===== src/rtl/water_alert_reporter_pkg.sv =====
// rtl/water_alert_reporter_pkg.sv - shared status codes, frame tag and TX state encoding
package water_alert_reporter_pkg;

    localparam logic [1:0] Q_SAFE = 2'b00;
    localparam logic [1:0] Q_PH   = 2'b01;
    localparam logic [1:0] Q_TURB = 2'b10;
    localparam logic [1:0] Q_TEMP = 2'b11;

    localparam logic [1:0] FRAME_TAG = 2'b10;

    typedef enum logic [1:0] {
        TX_IDLE  = 2'b00,
        TX_START = 2'b01,
        TX_DATA  = 2'b10,
        TX_STOP  = 2'b11
    } tx_state_e;

    // Frame layout: tag[7:6], sequence[5:3], alert[2], quality[1:0]
    function automatic logic [7:0] make_frame(input logic [2:0] seq, input logic [2:0] status);
        return {FRAME_TAG, seq, status};
    endfunction

endpackage


===== src/rtl/water_alert_reporter_uart_tx.sv =====
// rtl/water_alert_reporter_uart_tx.sv - 8N1 serializer, one byte per accepted handshake
module water_alert_uart_tx
    import water_alert_reporter_pkg::*;
#(
    parameter int CLKS_PER_BIT = 16
) (
    input  logic       clk,
    input  logic       reset,
    input  logic [7:0] tx_data,
    input  logic       tx_valid,
    output logic       tx_ready,
    output logic       tx_busy,
    output logic       tx_out
);

    localparam logic [7:0] LAST_CLK = 8'(CLKS_PER_BIT - 1);

    tx_state_e  state_q,   state_d;
    logic [7:0] shift_q,   shift_d;
    logic [7:0] clk_cnt_q, clk_cnt_d;
    logic [2:0] bit_idx_q, bit_idx_d;
    logic       bit_done;

    always_ff @(posedge clk or posedge reset) begin
        if (reset) begin
            state_q   <= TX_IDLE;
            shift_q   <= '0;
            clk_cnt_q <= '0;
            bit_idx_q <= '0;
        end else begin
            state_q   <= state_d;
            shift_q   <= shift_d;
            clk_cnt_q <= clk_cnt_d;
            bit_idx_q <= bit_idx_d;
        end
    end

    // tx_out decodes straight from the state flops so an async reset returns the line high at once
    always_comb begin
        state_d   = state_q;
        shift_d   = shift_q;
        clk_cnt_d = clk_cnt_q;
        bit_idx_d = bit_idx_q;
        tx_ready  = 1'b0;
        tx_busy   = 1'b1;
        tx_out    = 1'b1;
        bit_done  = (clk_cnt_q == LAST_CLK);

        if (state_q != TX_IDLE) begin
            clk_cnt_d = bit_done ? 8'd0 : clk_cnt_q + 8'd1;
        end

        case (state_q)
            TX_IDLE: begin
                tx_busy  = 1'b0;
                tx_ready = 1'b1;
                if (tx_valid) begin
                    shift_d   = tx_data;
                    clk_cnt_d = 8'd0;
                    bit_idx_d = 3'd0;
                    state_d   = TX_START;
                end
            end
            TX_START: begin
                tx_out = 1'b0;
                if (bit_done) begin
                    state_d = TX_DATA;
                end
            end
            TX_DATA: begin
                tx_out = shift_q[0];
                if (bit_done) begin
                    shift_d   = {1'b0, shift_q[7:1]};
                    bit_idx_d = bit_idx_q + 3'd1;
                    if (bit_idx_q == 3'd7) begin
                        state_d = TX_STOP;
                    end
                end
            end
            TX_STOP: begin
                if (bit_done) begin
                    state_d = TX_IDLE;
                end
            end
            default: begin
                state_d = TX_IDLE;
            end
        endcase
    end

endmodule


===== src/rtl/water_alert_reporter.sv =====
// rtl/water_alert_reporter.sv - debounced water quality status with queued serial event reports
module water_alert_reporter
    import water_alert_reporter_pkg::*;
#(
    parameter int DEBOUNCE_CYCLES = 4,
    parameter int CLKS_PER_BIT    = 16,
    parameter int FIFO_DEPTH      = 4
) (
    input  logic       clk,
    input  logic       reset,
    input  logic [1:0] quality_in,
    input  logic       alert_in,
    output logic       tx_out,
    output logic       tx_busy,
    output logic [1:0] confirmed_quality,
    output logic       confirmed_alert,
    output logic [7:0] event_count,
    output logic       overflow
);

    localparam int          AW       = $clog2(FIFO_DEPTH);
    localparam logic [3:0]  DEB_MAX  = 4'(DEBOUNCE_CYCLES);
    localparam logic [3:0]  DEB_LAST = 4'(DEBOUNCE_CYCLES - 1);
    localparam logic [AW:0] PTR_ONE  = 1;

    logic [2:0]  sample;
    logic [2:0]  cand_q,    cand_d;
    logic [3:0]  cnt_q,     cnt_d;
    logic [2:0]  conf_q,    conf_d;
    logic [7:0]  evt_cnt_q, evt_cnt_d;
    logic        ovf_q,     ovf_d;
    logic [7:0]  mem_q [FIFO_DEPTH];
    logic [7:0]  mem_d [FIFO_DEPTH];
    logic [AW:0] wr_ptr_q,  wr_ptr_d;
    logic [AW:0] rd_ptr_q,  rd_ptr_d;

    logic        confirm;
    logic        fifo_empty;
    logic        fifo_full;
    logic        push_ok;
    logic        pop;
    logic        tx_ready;
    logic [7:0]  frame_byte;

    assign sample = {alert_in, quality_in};

    always_ff @(posedge clk or posedge reset) begin
        if (reset) begin
            cand_q    <= 3'b000;
            cnt_q     <= DEB_MAX;
            conf_q    <= {1'b0, Q_SAFE};
            evt_cnt_q <= 8'd0;
            ovf_q     <= 1'b0;
            wr_ptr_q  <= '0;
            rd_ptr_q  <= '0;
        end else begin
            cand_q    <= cand_d;
            cnt_q     <= cnt_d;
            conf_q    <= conf_d;
            evt_cnt_q <= evt_cnt_d;
            ovf_q     <= ovf_d;
            wr_ptr_q  <= wr_ptr_d;
            rd_ptr_q  <= rd_ptr_d;
        end
    end

    // Storage needs no reset: the pointers alone define what is valid
    always_ff @(posedge clk) begin
        mem_q <= mem_d;
    end

    always_comb begin
        cand_d     = cand_q;
        cnt_d      = cnt_q;
        conf_d     = conf_q;
        evt_cnt_d  = evt_cnt_q;
        ovf_d      = ovf_q;
        mem_d      = mem_q;
        wr_ptr_d   = wr_ptr_q;
        rd_ptr_d   = rd_ptr_q;

        confirm    = (sample == cand_q) && (cnt_q == DEB_LAST) && (cand_q != conf_q);
        fifo_empty = (wr_ptr_q == rd_ptr_q);
        fifo_full  = (wr_ptr_q[AW] != rd_ptr_q[AW]) && (wr_ptr_q[AW-1:0] == rd_ptr_q[AW-1:0]);
        pop        = tx_ready && !fifo_empty;
        // A pop in the same cycle frees the slot, so a full queue can still accept
        push_ok    = confirm && (!fifo_full || pop);

        if (sample != cand_q) begin
            cand_d = sample;
            cnt_d  = 4'd1;
        end else if (cnt_q != DEB_MAX) begin
            cnt_d = cnt_q + 4'd1;
        end

        if (confirm) begin
            conf_d    = cand_q;
            evt_cnt_d = evt_cnt_q + 8'd1;
            if (!push_ok) begin
                ovf_d = 1'b1;
            end
        end

        frame_byte = make_frame(evt_cnt_d[2:0], cand_q);

        if (push_ok) begin
            mem_d[wr_ptr_q[AW-1:0]] = frame_byte;
            wr_ptr_d = wr_ptr_q + PTR_ONE;
        end
        if (pop) begin
            rd_ptr_d = rd_ptr_q + PTR_ONE;
        end
    end

    water_alert_uart_tx #(
        .CLKS_PER_BIT(CLKS_PER_BIT)
    ) u_uart_tx (
        .clk      (clk),
        .reset    (reset),
        .tx_data  (mem_q[rd_ptr_q[AW-1:0]]),
        .tx_valid (!fifo_empty),
        .tx_ready (tx_ready),
        .tx_busy  (tx_busy),
        .tx_out   (tx_out)
    );

    assign confirmed_quality = conf_q[1:0];
    assign confirmed_alert   = conf_q[2];
    assign event_count       = evt_cnt_q;
    assign overflow          = ovf_q;

endmodule


===== config.mk =====
export PLATFORM = sky130hd
export DESIGN_NAME = water_alert_reporter
export DESIGN_NICKNAME = d
export VERILOG_FILES = /design/src/rtl/water_alert_reporter_pkg.sv /design/src/rtl/water_alert_reporter_uart_tx.sv /design/src/rtl/water_alert_reporter.sv
export SDC_FILE = /design/constraint.sdc
export NUM_CORES = 1
export LEC_CHECK = 0
export ABC_CLOCK_PERIOD_IN_PS = 3690
export CAP_MARGIN = 0
export CELL_PAD_IN_SITES_DETAIL_PLACEMENT = 1
export CELL_PAD_IN_SITES_GLOBAL_PLACEMENT = 2
export CORE_UTILIZATION = 24
export DETAILED_ROUTE_END_ITERATION = 16
export PLACE_DENSITY = 0.47
export SYNTH_ARGS = -nofsm -noshare
export SYNTH_HDL_FRONTEND = slang
export SYNTH_SLANG_ARGS = --single-unit

===== constraint.sdc =====
create_clock -name clk -period 3.69 [get_ports clk]
set_input_delay 0.5535 -clock clk [delete_from_list [all_inputs] [get_ports clk]]
set_output_delay 0.5535 -clock clk [all_outputs]
set_load 0.03 [all_outputs]

==> flow_metrics.py <==
metrics = {
    "power_and_ir_drop": {
        "power.switching_w": 0.00101,
        "pwr_density_cell_mw_per_mm2": 770,
        "leakage_nw": 1.61,
        "combPwrFrac_pct": 31.3,
        "p_int_w": 0.00209,
        "clock_power_share_pct": 31.9,
        "p_total_w": 0.00310,
        "switching_share_pct": 32.6,
        "p_seq_share_pct": 36.8,
        "ir_worst_vdd_mv": 0.219,
    },
    "detailed_routing": {
        "drcViolationCount": 0,
        "drt_pre_antenna_iters": 4,
        "wl_per_cell_um": 15.3,
        "num_vias": 1937,
        "viasPerCell": 4.37,
        "drt-total-wl_um": 6780,
        "drtIter0Drc": 48,
        "postRouteAntennaNets": 0,
    },
    "global_route": {
        "antenna_found_initial": 0,
        "grt_pass1_wl_um": 11600,
        "grt_pass1_vias": 2125,
        "grt_max_degree": 47,
        "grtUsageTotal_pct": 10.8,
        "overflow": 0,
    },
    "critical_path": {
        "crit_required_ns": 3.14,
        "path_common_cell": "inv_1",
        "cp_max_fo": 12,
        "start_kind": "flip-flop",
        "worstReg2RegStart": "u_uart_tx.state_q[0]",
        "max_stage_delay_ns": 0.66,
        "crit_type": "flip-flop to primary output",
        "rr_worst_depth": 6,
        "path_cells": "inv_1, ha_1, inv_1, clkdlybuf4s50_1",
        "cp_slowest_cell": "clkdlybuf4s50_1",
        "end_kind": "primary output",
        "startpoint": "u_uart_tx.state_q[0]",
        "cp.arrival_ns": 2.19,
    },
    "placed_design": {
        "hpwl_um": 4690,
        "placed_area_mm2": 0.00368,
        "io_buffer_count": 18,
        "pre_cts_slack_ns": 0.955,
        "place_congestion": 0.686,
    },
    "clocking": {
        "cts_tree": "done",
        "clock_sinks": 70,
        "clock_path_buffers": 2,
        "clkTransAtPathRegs_ns": 0.06,
        "hold_buffers": 0,
        "postCtsSetupBuffers": 0,
        "cts_resized": 0,
        "numCtsBuffers": 9,
        "htree_levels": 3,
        "clk_latency_ns": 0.33,
        "root_buffer": "clkbuf_16",
    },
    "floorplanning": {
        "die_h_um": 120,
        "die_w_um": 120,
        "coreArea_mm2": 0.0134,
        "die-area_mm2": 0.0144,
        "pin_count": 19,
        "core.rowCount": 42,
        "start_util_pct": 24.9,
    },
    "outcome": {
        "status": "finished clean",
    },
    "synthesis": {
        "yosys.area.top_type": "dfrtp_1",
        "synthArstFlopShare_pct": 65.7,
        "seq_area_frac_synth_pct": 56.0,
        "ys_warn_count": 0,
        "synth_edf_count": 24,
        "synth_top_area_share_pct": 33.7,
        "synth-main-ff-cell": "dfrtp_1",
        "ys_top_cells_by_area": "dfrtp_1, edfxtp_1, ha_1, mux2_2, mux4_2",
        "ys_types": 51,
        "mappedNetlistNets": 264,
        "syn_inst": 244,
        "syn_avg_cell_area_um2": 13.7,
        "synth_area_mm2": 0.00334,
        "netlist_top_cells_count": "dfrtp_1, edfxtp_1, ha_1",
        "synth_seq_cells": 70,
        "yosysMostFrequentCell": "dfrtp_1",
    },
    "timing": {
        "finalSetupTns_ns": 0,
        "tightest_slew_ns": 1.05,
        "setup-violations-final": 0,
        "grt_setup_unrepaired": "false",
        "fin_skew_ns": 0.00756,
        "period_share_pct": 74.4,
        "hold_viol": 0,
        "max_freq_mhz": 364,
        "slew_violations": 0,
        "period_needed_ns": 2.74,
        "worst_slack_ns": 0.946,
        "relSlewSlack_pct": 29.6,
    },
    "run": {
        "max-cap-violations": 0,
    },
    "layout": {
        "fin_util_pct": 30.0,
        "syn_to_final_growth_pct": 20.3,
        "stdcell_area_mm2": 0.00402,
        "antenna_cells": 0,
        "layout-drive-gt1-share_pct": 16.9,
        "nets": 282,
    },
    "worst_hold_path": {
        "holdPathStages": 1,
        "hold_class": "flip-flop to flip-flop",
        "hp-start": "event_count[7]",
    },
}
## per-layer routing
layer / global-route usage, % / share of wire [%] / vias to the layer above
li1: - / - / 921
met1: 14.2 / 48 / 986
met2: 16.3 / 47 / 22
met3: 2.99 / 3.0 / 8
met4: 4.92 / 1.4 / 0
met5: 0 / 0 / -
## sequential cells by signal (all words and copies together), names as in the netlist
name and flops:
cnt_q 4, event_count 8, u_uart_tx.shift_q 8, rd_ptr_q 3, wr_ptr_q 3, cand_q 3
overflow 1, u_uart_tx.state_q 2, mem_q 24, u_uart_tx.bit_idx_q 3, u_uart_tx.clk_cnt_q 8, conf_q 3
## kinds of logic (layout without fill, tap and decap cells)
| kind of cell | after synthesis | in the layout | share of synthesized area, % |
|---|---|---|---|
| AO/OA/AOI/OAI | 22 | 22 | 4.94 |
| XOR/XNOR | 25 | 25 | 7.00 |
| adder cells (fa/ha/maj) | 15 | 15 | 5.62 |
| buffers and inverters | 25 | 48 | 3.41 |
| flip-flops | 70 | 70 | 56.0 |
| multiplexers | 31 | 31 | 12.3 |
| AND/OR/NAND/NOR | 56 | 56 | 10.7 |
## critical path, delay by kind of cell, from the launching register on
kind | cells | cell delay (ns)
flip-flops | 1 | 0.40
buffers and inverters | 3 | 1.04
adder cells (fa/ha/maj) | 1 | 0.42
## metrics by stage
| step | hold slack [ns] | instances |
|---|---|---|
| floorplan | 0.454 | 244 |
| global placement | 0.460 | 427 |
| detailed placement | 0.459 | 427 |
| CTS | 0.474 | 443 |
| global route | 0.501 | 443 |
| finish | 0.467 | 443 |
## final timing paths
check	to	slack [ns]
max in group asynchronous	event_count[3]	2.23
worst max-delay path	tx_busy	0.95
worst min-delay path	event_count[7]	0.47
worst max register to register	mem_q[12]	1.30
min in group asynchronous	u_uart_tx.clk_cnt_q[0]	0.81
worst min register to register	event_count[7]	0.47
## cell type report
class	count	area (µm²)
Clock inverter	5	108
Tap cell	176	220
Inverter	14	52.6
Multi-Input combinational cell	149	1360
Sequential cell	70	1870
Fill cell	1436	9380
Clock buffer	11	233
Timing Repair Buffer	18	180
## power by group through the flow
| stage | Sequential, W | Clock [W] | Combinational [W] |
|---|---|---|---|
| floorplan | 0.00113 | 0 | 0.000740 |
| global placement | 0.00116 | 0 | 0.000987 |
| detailed placement | 0.00116 | 0 | 0.000990 |
| CTS | 0.00115 | 0.00102 | 0.000995 |
| global route | 0.00117 | 0.00105 | 0.00108 |
| finish | 0.00114 | 0.000987 | 0.000970 |
## placed cells by master (no fill, tap or decap), types with 4 or more instances in the layout
cell	netlist	layout
clkbuf_16	0	9
nand3_1	6	6
dfrtp_1	45	45
and2_1	5	5
xor2_1	12	12
mux4_2	6	6
inv_1	13	12
mux2i_1	5	5
clkdlybuf4s50_1	0	18
xnor2_1	11	11
mux2_2	13	13
edfxtp_1	24	24
nand4_1	4	4
o22ai_1	4	4
ha_1	15	15
nor4_1	5	5
mux2_1	7	7
nand2_1	11	11
nor2_1	7	7
(Power assumes the default switching activity.)
